==> src/rtl/vga_timing_pkg.sv <==
// Shared 640x480@60 raster timing, counter width and scan-out state type
// for the VGA timing controller.
package vga_timing_pkg;

    localparam int unsigned CNT_W = 16;

    localparam int unsigned H_VISIBLE_DEF = 640;
    localparam int unsigned H_FRONT_DEF   = 16;
    localparam int unsigned H_SYNC_DEF    = 96;
    localparam int unsigned H_BACK_DEF    = 48;
    localparam int unsigned V_VISIBLE_DEF = 480;
    localparam int unsigned V_FRONT_DEF   = 10;
    localparam int unsigned V_SYNC_DEF    = 2;
    localparam int unsigned V_BACK_DEF    = 33;

    localparam int unsigned H_TOTAL_DEF = H_VISIBLE_DEF + H_FRONT_DEF + H_SYNC_DEF + H_BACK_DEF;
    localparam int unsigned V_TOTAL_DEF = V_VISIBLE_DEF + V_FRONT_DEF + V_SYNC_DEF + V_BACK_DEF;

    typedef enum logic [1:0] {
        IDLE  = 2'd0,
        RUN   = 2'd1,
        DRAIN = 2'd2
    } state_e;

    // True when v lies in the half-open window [lo, lo+len).
    function automatic logic in_window(input logic [CNT_W-1:0] v,
                                       input int unsigned lo,
                                       input int unsigned len);
        return (32'(v) >= lo) && (32'(v) < lo + len);
    endfunction

endpackage

==> src/rtl/vga_pixel_tick.sv <==
// Pixel-tick divider: tick_o is high for the cycle the count sits at CLK_DIV-1.
module vga_pixel_tick #(
    parameter int unsigned CLK_DIV = 4
) (
    input  logic clk,
    input  logic rst_n,
    input  logic clear_i,
    input  logic en_i,
    output logic tick_o
);

    localparam int unsigned DIV_W = (CLK_DIV > 1) ? $clog2(CLK_DIV) : 1;
    localparam logic [DIV_W-1:0] LAST = DIV_W'(CLK_DIV - 1);

    logic [DIV_W-1:0] cnt_q, cnt_d;
    logic             tick_q, tick_d;

    // Tick is registered from the next count so it lines up with cnt_q.
    always_comb begin
        cnt_d  = cnt_q + DIV_W'(1);
        if (clear_i || (cnt_q == LAST)) begin
            cnt_d = '0;
        end
        tick_d = en_i && (cnt_d == LAST);
    end

    always_ff @(posedge clk or negedge rst_n) begin
        if (!rst_n) begin
            cnt_q  <= '0;
            tick_q <= 1'b0;
        end else begin
            cnt_q  <= cnt_d;
            tick_q <= tick_d;
        end
    end

    assign tick_o = tick_q;

endmodule

==> src/rtl/vga_timing_controller.sv <==
// VGA raster sequencer with frame-aligned start/stop.
// Optional macro VGA_FRAME_COUNT_EN adds a 16-bit frame_count output.
module vga_timing_controller
    import vga_timing_pkg::*;
#(
    parameter int unsigned CLK_DIV         = 4,
    parameter int unsigned H_VISIBLE       = H_VISIBLE_DEF,
    parameter int unsigned H_FRONT         = H_FRONT_DEF,
    parameter int unsigned H_SYNC          = H_SYNC_DEF,
    parameter int unsigned H_BACK          = H_BACK_DEF,
    parameter int unsigned V_VISIBLE       = V_VISIBLE_DEF,
    parameter int unsigned V_FRONT         = V_FRONT_DEF,
    parameter int unsigned V_SYNC          = V_SYNC_DEF,
    parameter int unsigned V_BACK          = V_BACK_DEF,
    parameter bit          SYNC_ACTIVE_LOW = 1'b1
) (
    input  logic             clk,
    input  logic             rst_n,
    input  logic             run,
    output logic             pixel_tick,
    output logic [CNT_W-1:0] pixel_x,
    output logic [CNT_W-1:0] pixel_y,
    output logic             hsync,
    output logic             vsync,
    output logic             video_on,
    output logic             line_start,
    output logic             frame_start,
    output logic             active
`ifdef VGA_FRAME_COUNT_EN
    ,
    output logic [CNT_W-1:0] frame_count
`endif
);

    localparam int unsigned H_TOTAL  = H_VISIBLE + H_FRONT + H_SYNC + H_BACK;
    localparam int unsigned V_TOTAL  = V_VISIBLE + V_FRONT + V_SYNC + V_BACK;
    localparam int unsigned HS_START = H_VISIBLE + H_FRONT;
    localparam int unsigned VS_START = V_VISIBLE + V_FRONT;

    state_e           state_q, state_d;
    logic [CNT_W-1:0] x_q, x_d, y_q, y_d;
    logic             prime_q, prime_d;
    logic             line_start_q, line_start_d;
    logic             frame_start_q, frame_start_d;
    logic             hsync_q, hsync_d, vsync_q, vsync_d;
    logic             video_on_q, video_on_d;
    logic             active_q, active_d;
    logic             tick, x_last, y_last, line_wrap, frame_wrap;
    logic             div_clear, div_en;

    assign div_clear = (state_q == IDLE) || (state_d == IDLE);
    assign div_en    = (state_d != IDLE);

    vga_pixel_tick #(
        .CLK_DIV(CLK_DIV)
    ) u_pixel_tick (
        .clk    (clk),
        .rst_n  (rst_n),
        .clear_i(div_clear),
        .en_i   (div_en),
        .tick_o (tick)
    );

    // prime_q marks "raster not yet started": the first tick lands on (0,0).
    always_comb begin
        x_last     = (x_q == CNT_W'(H_TOTAL - 1));
        y_last     = (y_q == CNT_W'(V_TOTAL - 1));
        line_wrap  = tick && (prime_q || x_last);
        frame_wrap = tick && (prime_q || (x_last && y_last));

        state_d = state_q;
        case (state_q)
            IDLE:    if (run) state_d = RUN;
            RUN:     if (!run) state_d = DRAIN;
            DRAIN: begin
                if (frame_wrap) state_d = IDLE;
                else if (run)   state_d = RUN;
            end
            default: state_d = IDLE;
        endcase

        x_d     = x_q;
        y_d     = y_q;
        prime_d = prime_q;
        if (state_d == IDLE) begin
            x_d     = '0;
            y_d     = '0;
            prime_d = 1'b1;
        end else if (tick) begin
            prime_d = 1'b0;
            if (line_wrap) begin
                x_d = '0;
                y_d = (prime_q || y_last) ? '0 : y_q + CNT_W'(1);
            end else begin
                x_d = x_q + CNT_W'(1);
            end
        end

        // Decoded from next-state counters so they align with pixel_x/pixel_y.
        active_d      = (state_d != IDLE);
        line_start_d  = line_wrap && active_d;
        frame_start_d = frame_wrap && active_d;
        video_on_d    = active_d && (32'(x_d) < H_VISIBLE) && (32'(y_d) < V_VISIBLE);
        hsync_d       = in_window(x_d, HS_START, H_SYNC) ^ SYNC_ACTIVE_LOW;
        vsync_d       = in_window(y_d, VS_START, V_SYNC) ^ SYNC_ACTIVE_LOW;
    end

    always_ff @(posedge clk or negedge rst_n) begin
        if (!rst_n) begin
            state_q       <= IDLE;
            x_q           <= '0;
            y_q           <= '0;
            prime_q       <= 1'b1;
            line_start_q  <= 1'b0;
            frame_start_q <= 1'b0;
            hsync_q       <= SYNC_ACTIVE_LOW;
            vsync_q       <= SYNC_ACTIVE_LOW;
            video_on_q    <= 1'b0;
            active_q      <= 1'b0;
        end else begin
            state_q       <= state_d;
            x_q           <= x_d;
            y_q           <= y_d;
            prime_q       <= prime_d;
            line_start_q  <= line_start_d;
            frame_start_q <= frame_start_d;
            hsync_q       <= hsync_d;
            vsync_q       <= vsync_d;
            video_on_q    <= video_on_d;
            active_q      <= active_d;
        end
    end

    assign pixel_tick  = tick;
    assign pixel_x     = x_q;
    assign pixel_y     = y_q;
    assign hsync       = hsync_q;
    assign vsync       = vsync_q;
    assign video_on    = video_on_q;
    assign line_start  = line_start_q;
    assign frame_start = frame_start_q;
    assign active      = active_q;

`ifdef VGA_FRAME_COUNT_EN
    logic [CNT_W-1:0] frame_cnt_q;

    always_ff @(posedge clk or negedge rst_n) begin
        if (!rst_n) begin
            frame_cnt_q <= '0;
        end else if (frame_start_d) begin
            frame_cnt_q <= frame_cnt_q + CNT_W'(1);
        end
    end

    assign frame_count = frame_cnt_q;
`endif

endmodule

==> config.mk <==
export PLATFORM = sky130hd
export DESIGN_NAME = vga_timing_controller
export DESIGN_NICKNAME = d
export VERILOG_FILES = /design/src/rtl/vga_timing_pkg.sv /design/src/rtl/vga_pixel_tick.sv /design/src/rtl/vga_timing_controller.sv
export SDC_FILE = /design/constraint.sdc
export NUM_CORES = 1
export LEC_CHECK = 0
export CAP_MARGIN = 20
export CORE_UTILIZATION = 45
export DETAILED_ROUTE_END_ITERATION = 10
export MAX_ROUTING_LAYER = met4
export PLACE_DENSITY = 0.7
export SYNTH_ARGS = -nofsm -noshare
export SYNTH_HDL_FRONTEND = slang
export SYNTH_SLANG_ARGS = --single-unit
==> constraint.sdc <==
create_clock -name clk -period 8.4 [get_ports clk]
set_input_delay 1.68 -clock clk [delete_from_list [all_inputs] [get_ports clk]]
set_output_delay 1.68 -clock clk [all_outputs]
set_load 0.01 [all_outputs]
Word level (Yosys, flattened, before mapping)
Cells that the tools add are included.

Register bits after elaboration: 44. ROM bits: 0. Memory bits (writable): 0. Bits in latches: 0. Output and inout port bits: 39. Logic and storage cells: 62. Memories kept: 0. Bits of input ports: 3.

Add/subtract/negate cells: 3. Bitwise gates (word level): 2. Equal/unequal tests: 6. Div/mod/pow operators: 0. $lt $le $gt $ge: 6. Muxes and demuxes: 14. Reduce and logical (&&, ||, !) cells: 19. Shifts and indexed selects: 0. Multiply operators: 0.

Operator list (number): $mux W16 (7); $add A16 B1 Y16 const B (2); $eq A16 B10 Y1 const B (2); $lt A16 B10 Y1 const B (2); $lt A16 B9 Y1 const B (2); $ge A16 B10 Y1 const B (1); $ge A16 B9 Y1 const B (1); $logic_and A1 B1 Y1 (10); $mux W2 (4); $eq A2 B2 Y1 const B (3); $pmux W2 S3 (1); $logic_or A1 B1 Y1 (5); $logic_not A2 Y1 (2); $reduce_bool A2 Y1 (2); $add A2 B1 Y2 const B (1); $eq A2 B1 Y1 const B (1); $mux W1 (2); $not A1 Y1 (2).

Depth between registers and ports, before layout
Gate-level depths: netlist of the first run.

Depth in word-level cells: 12. Depth in mapped cells: 10.

Hierarchy
From an unflattened synthesis of the first run, not the netlist that was laid out.

Cells, all modules: 293. Area, all modules: 2682.6 um^2.

Modules (own cells, without submodules): vga_timing_controller (sequential area each 1029.7 um^2, instances 1, cells an instance 286, area each 2568.7 um^2); vga_pixel_tick (sequential area each 75.1 um^2, instances 1, cells an instance 7, area each 113.9 um^2).

Worst setup path before layout of the first run
No wires, ideal clock.

Path type: input to register. From: input port run. To: register vsync_q (netlist: vsync). Path buffers: 0. Slack: 5.209 ns. Arrival: 3.097 ns. Cell stages on the path: 7. Cell sequence: nor3_1 a21oi_1 nand4_1 nand3_1 a211oi_1 o21ai_0 or4_1.

Longest elaborated chain between the ends: 8. Elaborated cells on any way between the ends: 10. Classes of those cells: 2 x order compare; 5 x mux; 1 x bitwise; 2 x reduce/logical.

RTL lines: start, declared (line vga_timing_controller.sv:19) `input logic run,`; $mux W2 (line vga_timing_controller.sv:73, vga_timing_controller.sv:77); $mux W2 (line vga_timing_controller.sv:76) `if (frame_wrap) state_d = IDLE;`; $pmux W2 S3 * (line vga_timing_controller.sv:72) `case (state_q)`; $logic_not A2 Y1 * (line vga_timing_controller.sv:85) `if (state_d == IDLE) begin`; $mux W16 * (line vga_timing_controller.sv:85); named net y_d[14] (line vga_timing_controller.sv:41) `logic [CNT_W-1:0] x_q, x_d, y_q, y_d;`; $ge A16 B9 Y1 / $lt A16 B9 Y1 (equally long branches) (line vga_timing_pkg.sv:29) `return (32'(v) >= lo) && (32'(v) < lo + len);`; $logic_and A1 B1 Y1 * (line vga_timing_pkg.sv:29); $not A1 Y1 (no line) *; named net vsync_d (line vga_timing_controller.sv:45) `logic hsync_q, hsync_d, vsync_q, vsync_d;`; end signal, assigned (line vga_timing_controller.sv:128) `vsync_q <= vsync_d;`; end, declared (line vga_timing_controller.sv:45).

Mark *: on every way through the listed nets, which the timed path passes. The rest lies on a longest branch. A chain may end at the register's enable or synchronous reset.

Final worst setup path of the first run
From: input port run. To: register hsync_q (netlist: hsync).

Longest elaborated chain between the ends: 8. Elaborated cells on any way between the ends: 10. Classes of those cells: 2 x order compare; 5 x mux; 1 x bitwise; 2 x reduce/logical.

RTL lines: $mux W2 (line vga_timing_controller.sv:73, vga_timing_controller.sv:77); $mux W2 (line vga_timing_controller.sv:76); $pmux W2 S3 * (line vga_timing_controller.sv:72); $logic_not A2 Y1 * (line vga_timing_controller.sv:85); $mux W16 * (line vga_timing_controller.sv:85); $ge A16 B10 Y1 / $lt A16 B10 Y1 (equally long branches) (line vga_timing_pkg.sv:29); $logic_and A1 B1 Y1 * (line vga_timing_pkg.sv:29); $not A1 Y1 (no line) *; named net hsync_d (line vga_timing_controller.sv:45); end signal, assigned (line vga_timing_controller.sv:127) `hsync_q <= hsync_d;`; end, declared (line vga_timing_controller.sv:45).

Marked as above.

==> results.txt, run 1 <==
Final WL: 6624 um
Hold Path Depth: 1
Multi-input logic area: 0.001430 mm^2
Crit end category: register
# fillers: 510
Minimum clock period: 3.694 ns
Final instance area: 0.003197 mm^2
Final setup margin: 4.706 ns
CTS tree: done
Worst hold slack: 0.4666 ns
Post-layout util: 0.5735
Crit path kind: in2reg
Number of port buffers: 41
CP Data Arrival Time: 3.92 ns
Starting DRT DRC Count: 222
Max Slew Vio Count: 0
Max_cap viols: 0
Post-CTS Resized: 0
Largest net degree at the start of global routing: 45
Number of flops mapped to enable cells by yosys: 0
Flop-to-flop setup slack: 4.97 ns
Final TNS setup: 0 ns
Number of synthesized register bits: 44
Synth Area in Compound Gates: 0.1266
CP required: 8.63 ns
Post-DR vias/cell: 5.888
Worst VDD drop: 0.08339 mV
ANT nets after route: 0
Global-route wire length before repair: 11320 um
Cell internal pwr: 0.3446 mW
Worst Max-Slew Pin Slew: 0.9678 ns
Synth Instances: 302
Combinational share of power: 0.149
Status: complete, no violations
Mux share of post-synthesis cell area: 0.01618
CTS Hold Bufs: 0
Mean Syn Cell Area: 8.705 um^2
Clock Path Buffers: 2
Cell variety after synth: 53
Residual overflow from global routing: 0
H-tree levels: 2
Clock skew: 0.007408 ns
Largest family of logic cells by synthesized area: simple AND/OR/NAND/NOR gates
Area share of xor/xnor cells in the synthesized design: 0.07663
Core Region: 0.005574 mm^2
Adder-cell area share of the yosys netlist: 0.01904
Share of layout cells above drive strength 1: 0.06509
Sequential area share after synthesis: 0.4203
P per Cell Area: 150.2 mW/mm^2
Static leakage: 1.255 nW
Num CTS Buffers: 5
DIE AREA: 0.006151 mm^2
Top-Level Pins: 42
Worst r2r path cells: 6
Switching share of power: 0.2825
Cell Area, Synth: 0.002629 mm^2
GRT Total Usage: 0.2412
Crit path cell chain: clkdlybuf4s50_1 -> nor3_1 -> a221oi_1 -> nand2_1 -> a221o_1 -> o211ai_1 -> nor4_1 -> o211ai_1
Initial antenna violation count: 0
Area post-placement: 0.003075 mm^2
Gpl congestion: 0.8759
Slowest cell on the critical path: clkdlybuf4s50_1
Root Driver: clkbuf_8
Unrepaired setup endpoints after global routing: no
Fin crit share: 0.4398
Die Height: 78.43 um
Synth Area in Simple Gates: 0.3056
Antenna diodes: 0
Synth area leaders: dfrtp_1 (39%), nor2_1 (5.7%), nand3_1 (5.1%), xnor2_1 (4.0%), xor2_1 (3.7%)
Post-synth top area share: 0.3903
Rows: 27
Setup repair bufs after CTS: 0
Yosys top cell by area: dfrtp_1
Max-slew headroom: 0.3548
Drt first pass iters: 4
Worst min-delay path category: reg2reg
CP most frequent cell: o211ai_1
Clock-pin transition on the worst setup and hold timing paths: 0.09 ns
Post-Syn Nets: 309
Initial Util: 0.4716
Sequential cell area: 0.001105 mm^2
Dpl hpwl: 4584 um
Worst-skew pair later-pin latency: 0.30 ns
DIE WIDTH: 78.43 um
Crit path max fanout: 19
Clk sinks: 44
Pre-CTS setup slack: 4.420 ns
# DRC: 0
Clock share of power: 0.358
Predominant post-synthesis flop cell: dfrtp_1
CP Launch Type: input pin
Peak per-stage delay on the critical path: 0.50 ns
WL/cell: 16.16 um
Final net count: 344
Seq pwr share: 0.493
Area Overhead vs Synth: 21.61%
Vias in the first global route: 2284
Psw: 0.1357 mW
Share of flip-flops with an asynchronous set or reset: 1.000
Via count: 2414
Max Freq: 270.7 MHz
Syn. warnings: 0
Final hold vios: 0
Final-report setup violation count: 0
## worst paths after layout
path	startpoint	endpoint
worst max-delay path	run	hsync$_DFF_PN1_
worst min-delay path	u_pixel_tick.cnt_q[0]$_DFF_PN0_	u_pixel_tick.cnt_q[0]$_DFF_PN0_
worst max register to register	pixel_x[4]$_DFF_PN0_	vsync$_DFF_PN1_
worst min register to register	u_pixel_tick.cnt_q[0]$_DFF_PN0_	u_pixel_tick.cnt_q[0]$_DFF_PN0_
max in group asynchronous	rst_n	pixel_y[3]$_DFF_PN0_
min in group asynchronous	rst_n	u_pixel_tick.cnt_q[1]$_DFF_PN0_
## power groups by stage
stage | Clock [mW] | Combinational, mW | Sequential (mW)
2_1_floorplan | 0 | 0.0495 | 0.232
3_3_place_gp | 0 | 0.0698 | 0.240
3_5_place_dp | 0 | 0.0715 | 0.240
4_1_cts | 0.175 | 0.0713 | 0.236
5_1_grt | 0.185 | 0.0810 | 0.238
6_report | 0.172 | 0.0716 | 0.237
## stage by stage
step / instances / total power, mW
6_report: 410 / 0.4803
5_1_grt: 410 / 0.5039
4_1_cts: 410 / 0.4827
3_5_place_dp: 402 / 0.3117
3_3_place_gp: 402 / 0.3099
2_1_floorplan: 302 / 0.2819
## cell type report
type                            instances  share of cell area
Tap cell                               72             0.02818
Clock inverter                          2             0.01213
Inverter                                8            0.009393
Clock buffer                            6             0.02583
Sequential cell                        44              0.3456
Multi-Input combinational cell        235              0.4474
Timing Repair Buffer                   43              0.1315
## Yosys cell counts (all sizes together), types with 6 or more instances
master	n
clkbuf	13
a21oi	17
inv	8
nand3	27
xor2	11
nand2	24
nand4	10
xnor2	12
o21ai	8
dfrtp	41
nor3	11
nor2	40
nor4	8
and3	6
## metal layers
layer / track usage / vias up / share of wire
li1: - / 1162 / -
met1: 0.3274 / 1158 / 0.47
met2: 0.3754 / 86 / 0.47
met3: 0.03256 / 8 / 0.051
met4: 0.07593 / 0 / 0.011
met5: - / - / 0
## flip-flops by register name, summed over array words and instances (netlist names)
| signal | flops |
|---|---|
| line_start | 1 |
| u_pixel_tick.tick_o | 1 |
| state_q | 2 |
| prime_q | 1 |
| vsync | 1 |
| frame_start | 1 |
| hsync | 1 |
| u_pixel_tick.cnt_q | 2 |
| pixel_y | 16 |
| pixel_x | 16 |
| video_on | 1 |
| active | 1 |
## cell usage in the layout, fill, tap and decap left out, drive strengths merged, types with 4 or more instances in the layout
| master | netlist | final |
|---|---|---|
| clkbuf | 13 | 6 |
| nand3 | 27 | 27 |
| nand2 | 24 | 24 |
| nand4 | 10 | 10 |
| o21ai | 8 | 8 |
| nor2 | 40 | 40 |
| ha | 4 | 4 |
| or4 | 4 | 4 |
| nor4 | 8 | 8 |
| xnor2 | 12 | 12 |
| inv | 8 | 8 |
| a21o | 4 | 4 |
| a21oi | 17 | 17 |
| clkdlybuf4s50 | 0 | 40 |
| dfrtp | 41 | 41 |
| and3 | 6 | 6 |
| xor2 | 11 | 11 |
| nor3 | 11 | 11 |
## logic make-up after synthesis
logic type / after synthesis
simple gates: 154
flops: 44
compound gates: 50
fa+ha+maj: 4
xor+xnor: 23
buf+inv: 23
mux: 4
## critical path: cells and delay by family
family | cells | cell delay (ns)
compound gates | 4 | 1.07
simple gates | 3 | 0.66
buf+inv | 1 | 0.50
(Power assumes the default switching activity.)
==> run 2, diff against run 1 <==
Clock period 8.4 ns to 3.5 ns, I/O delays scaled along.
==> results.txt, run 2 (synthesized netlist as in run 1, its figures left out) <==
RR Startpoint: pixel_x[7]$_DFF_PN0_ (was pixel_x[4]$_DFF_PN0_)
Rows: 27 (unchanged)
Flop-to-flop setup slack: 0.33 ns (was 4.97 ns)
Grt peak-use layer: met2 (unchanged)
DIE WIDTH: 78.43 um (unchanged)
DIE AREA: 0.006151 mm^2 (unchanged)
Number of port buffers: 41 (unchanged)
Worst Setup EP: vsync$_DFF_PN1_ (was hsync$_DFF_PN1_)
Initial Util: 0.4716 (unchanged)
Reg-to-reg critical path endpoint: vsync$_DFF_PN1_ (unchanged)
Met2 Use GR: 0.3868 (was 0.3754)
Gpl congestion: 0.9280 (was 0.8759)
Status: complete, no violations (unchanged)
Max Slew Vio Count: 0 (unchanged)
Final hold vios: 0 (unchanged)
Antenna diodes: 0 (unchanged)
# DRC: 0 (unchanged)
WL/cell: 16.56 um (was 16.16 um)
Clock skew: 0.007721 ns (was 0.007408 ns)
Max Freq: 315.6 MHz
Worst Setup SP: pixel_x[7]$_DFF_PN0_ (was run)
Largest net degree at the start of global routing: 45 (unchanged)
Clock Path Buffers: 2 (unchanged)
CTS Hold Bufs: 0 (unchanged)
Clock-pin transition on the worst setup and hold timing paths: 0.09 ns (about the same)
Final net count: 353 (was 344)
Unrepaired setup endpoints after global routing: no (unchanged)
CP Data Arrival Time: 3.39 ns (was 3.92 ns)
Via count: 2469 (was 2414)
Final cell count without fillers: 419 (was 410)
Dpl hpwl: 4880 um (was 4584 um)
Final WL: 6937 um (was 6624 um)
Global-route wire length before repair: 11380 um (was 11320 um)
Die Height: 78.43 um (unchanged)
CP required: 3.72 ns (was 8.63 ns)
Worst VDD drop: 0.1739 mV (was 0.08339 mV)
Most common cell after layout, fill and taps aside: dfrtp_1 (unchanged)
Highest-count cells in the layout ignoring fill and taps: dfrtp_1 (41), nor2_1 (40), clkdlybuf4s50_1 (40) (unchanged)
Max_cap viols: 0 (unchanged)
Crit path max fanout: 12 (was 19)
GRT Total Usage: 0.2452 (was 0.2412)
Final-report setup violation count: 0 (unchanged)
Post-CTS Resized: 0 (unchanged)
Max-slew headroom: 0.6089 (was 0.3548)
Num CTS Buffers: 5 (unchanged)
Post-DR vias/cell: 5.893 (was 5.888)
Crit end category: register (unchanged)
Top-Level Pins: 42 (unchanged)
CTS tree: done (unchanged)
Share of layout cells above drive strength 1: 0.08934 (was 0.06509)
Worst r2r path cells: 6 (unchanged)
Setup repair bufs after CTS: 0 (unchanged)
Vias in the first global route: 2235 (was 2284)
Area Overhead vs Synth: 24.70% (was 21.61%)
Core Region: 0.005574 mm^2 (unchanged)
Worst Max-Slew Pin Slew: 0.5813 ns (was 0.9678 ns)
Root Driver: clkbuf_8 (unchanged)
Worst-skew pair later-pin latency: 0.30 ns (about the same)
H-tree levels: 2 (unchanged)
ANT nets after route: 0 (unchanged)
Fin crit share: 0.9052
P per Cell Area: 354.4 mW/mm^2 (was 150.2 mW/mm^2)
Drt first pass iters: 4 (unchanged)
Minimum clock period: 3.168 ns
GR Layer Usage met1: 0.3328 (was 0.3274)
Grt met3 use: 0.03721 (was 0.03256)
Final TNS setup: 0 ns (unchanged)
Worst min-delay path category: in2async (was reg2reg)
Initial antenna violation count: 0 (unchanged)
Residual overflow from global routing: 0 (unchanged)
Clk sinks: 44 (unchanged)
Crit path kind: reg2reg (was in2reg)
Post-Place Cells: 410 (was 402)
Starting DRT DRC Count: 143 (was 222)
CP Launch Type: register (was input pin)
Static leakage: 1.304 nW (was 1.255 nW)
# fillers: 499 (was 510)
-- run 2: cell types whose count changed in the layout (fill, tap and decap cells not counted), sizes merged --
cell,delta
buf,+9
inv,+1
clkinv,-1
clkbuf,-1
clkinvlp,+1
-- run 2: layer usage --
metal	vias to the layer above	routed length (um)
li1	1185	-
met1	1207	3275
met2	73	3347
met3	4	274
met4	0	39
met5	-	0
-- run 2: per-stage QoR --
| step | total power [mW] | util | setup slack [ns] | area (um^2) | hold WS, ns |
|---|---|---|---|---|---|
| finish | 1.162 | 0.5881 | 0.3317 | 3278 | 0.3911 |
| global route | 1.221 | 0.5881 | 0.1875 | 3278 | 0.4048 |
| CTS | 1.166 | 0.5832 | 0.3423 | 3251 | 0.4675 |
| detailed placement | 0.7657 | 0.5625 | 0.3483 | 3136 | 0.4455 |
| global placement | 0.7654 | 0.5625 | 0.3998 | 3136 | 0.4397 |
| floorplan | 0.6765 | - | 0.4953 | 2629 | 0.4044 |
-- run 2: worst min-delay path by stage --
stage                                    start                              end  slack, ns  depth (start not counted)
3_3_place_gp   u_pixel_tick.cnt_q[0]$_DFF_PN0_  u_pixel_tick.cnt_q[0]$_DFF_PN0_       0.44                          1
6_report                                 rst_n            frame_start$_DFF_PN0_       0.39                          1
3_5_place_dp   u_pixel_tick.cnt_q[0]$_DFF_PN0_  u_pixel_tick.cnt_q[0]$_DFF_PN0_       0.45                          1
5_1_grt                                  rst_n            frame_start$_DFF_PN0_       0.40                          1
2_1_floorplan                            rst_n                 active$_DFF_PN0_       0.40                          0
4_1_cts        u_pixel_tick.cnt_q[0]$_DFF_PN0_  u_pixel_tick.cnt_q[0]$_DFF_PN0_       0.47                          1
-- run 2: layout make-up --
cell class | count | area [um^2] | area share
inverters | 8 | 30.03 | 0.009160
clock buffers | 5 | 68.82 | 0.02099
flip-flops and latches | 44 | 1105 | 0.3370
repair buffers | 52 | 508.0 | 0.1550
multi-input cells | 235 | 1430 | 0.4363
well taps | 72 | 90.09 | 0.02748
clock inverters | 3 | 46.29 | 0.01412
-- run 2: worst max-delay path: stages, from the launching register on --
cell and delay [ns]:
dfrtp_1 0.43, or4b_1 0.59, or4_4 0.64, a211oi_2 0.26
xnor2_1 0.10, or4_1 0.56, or4_1 0.51
-- run 2: power breakdown --
part	switching [mW]	internal [mW]	leakage, nW
combinational	0.127	0.0742	0.656
sequential	0.0279	0.534	0.592
clock	0.183	0.215	0.0548
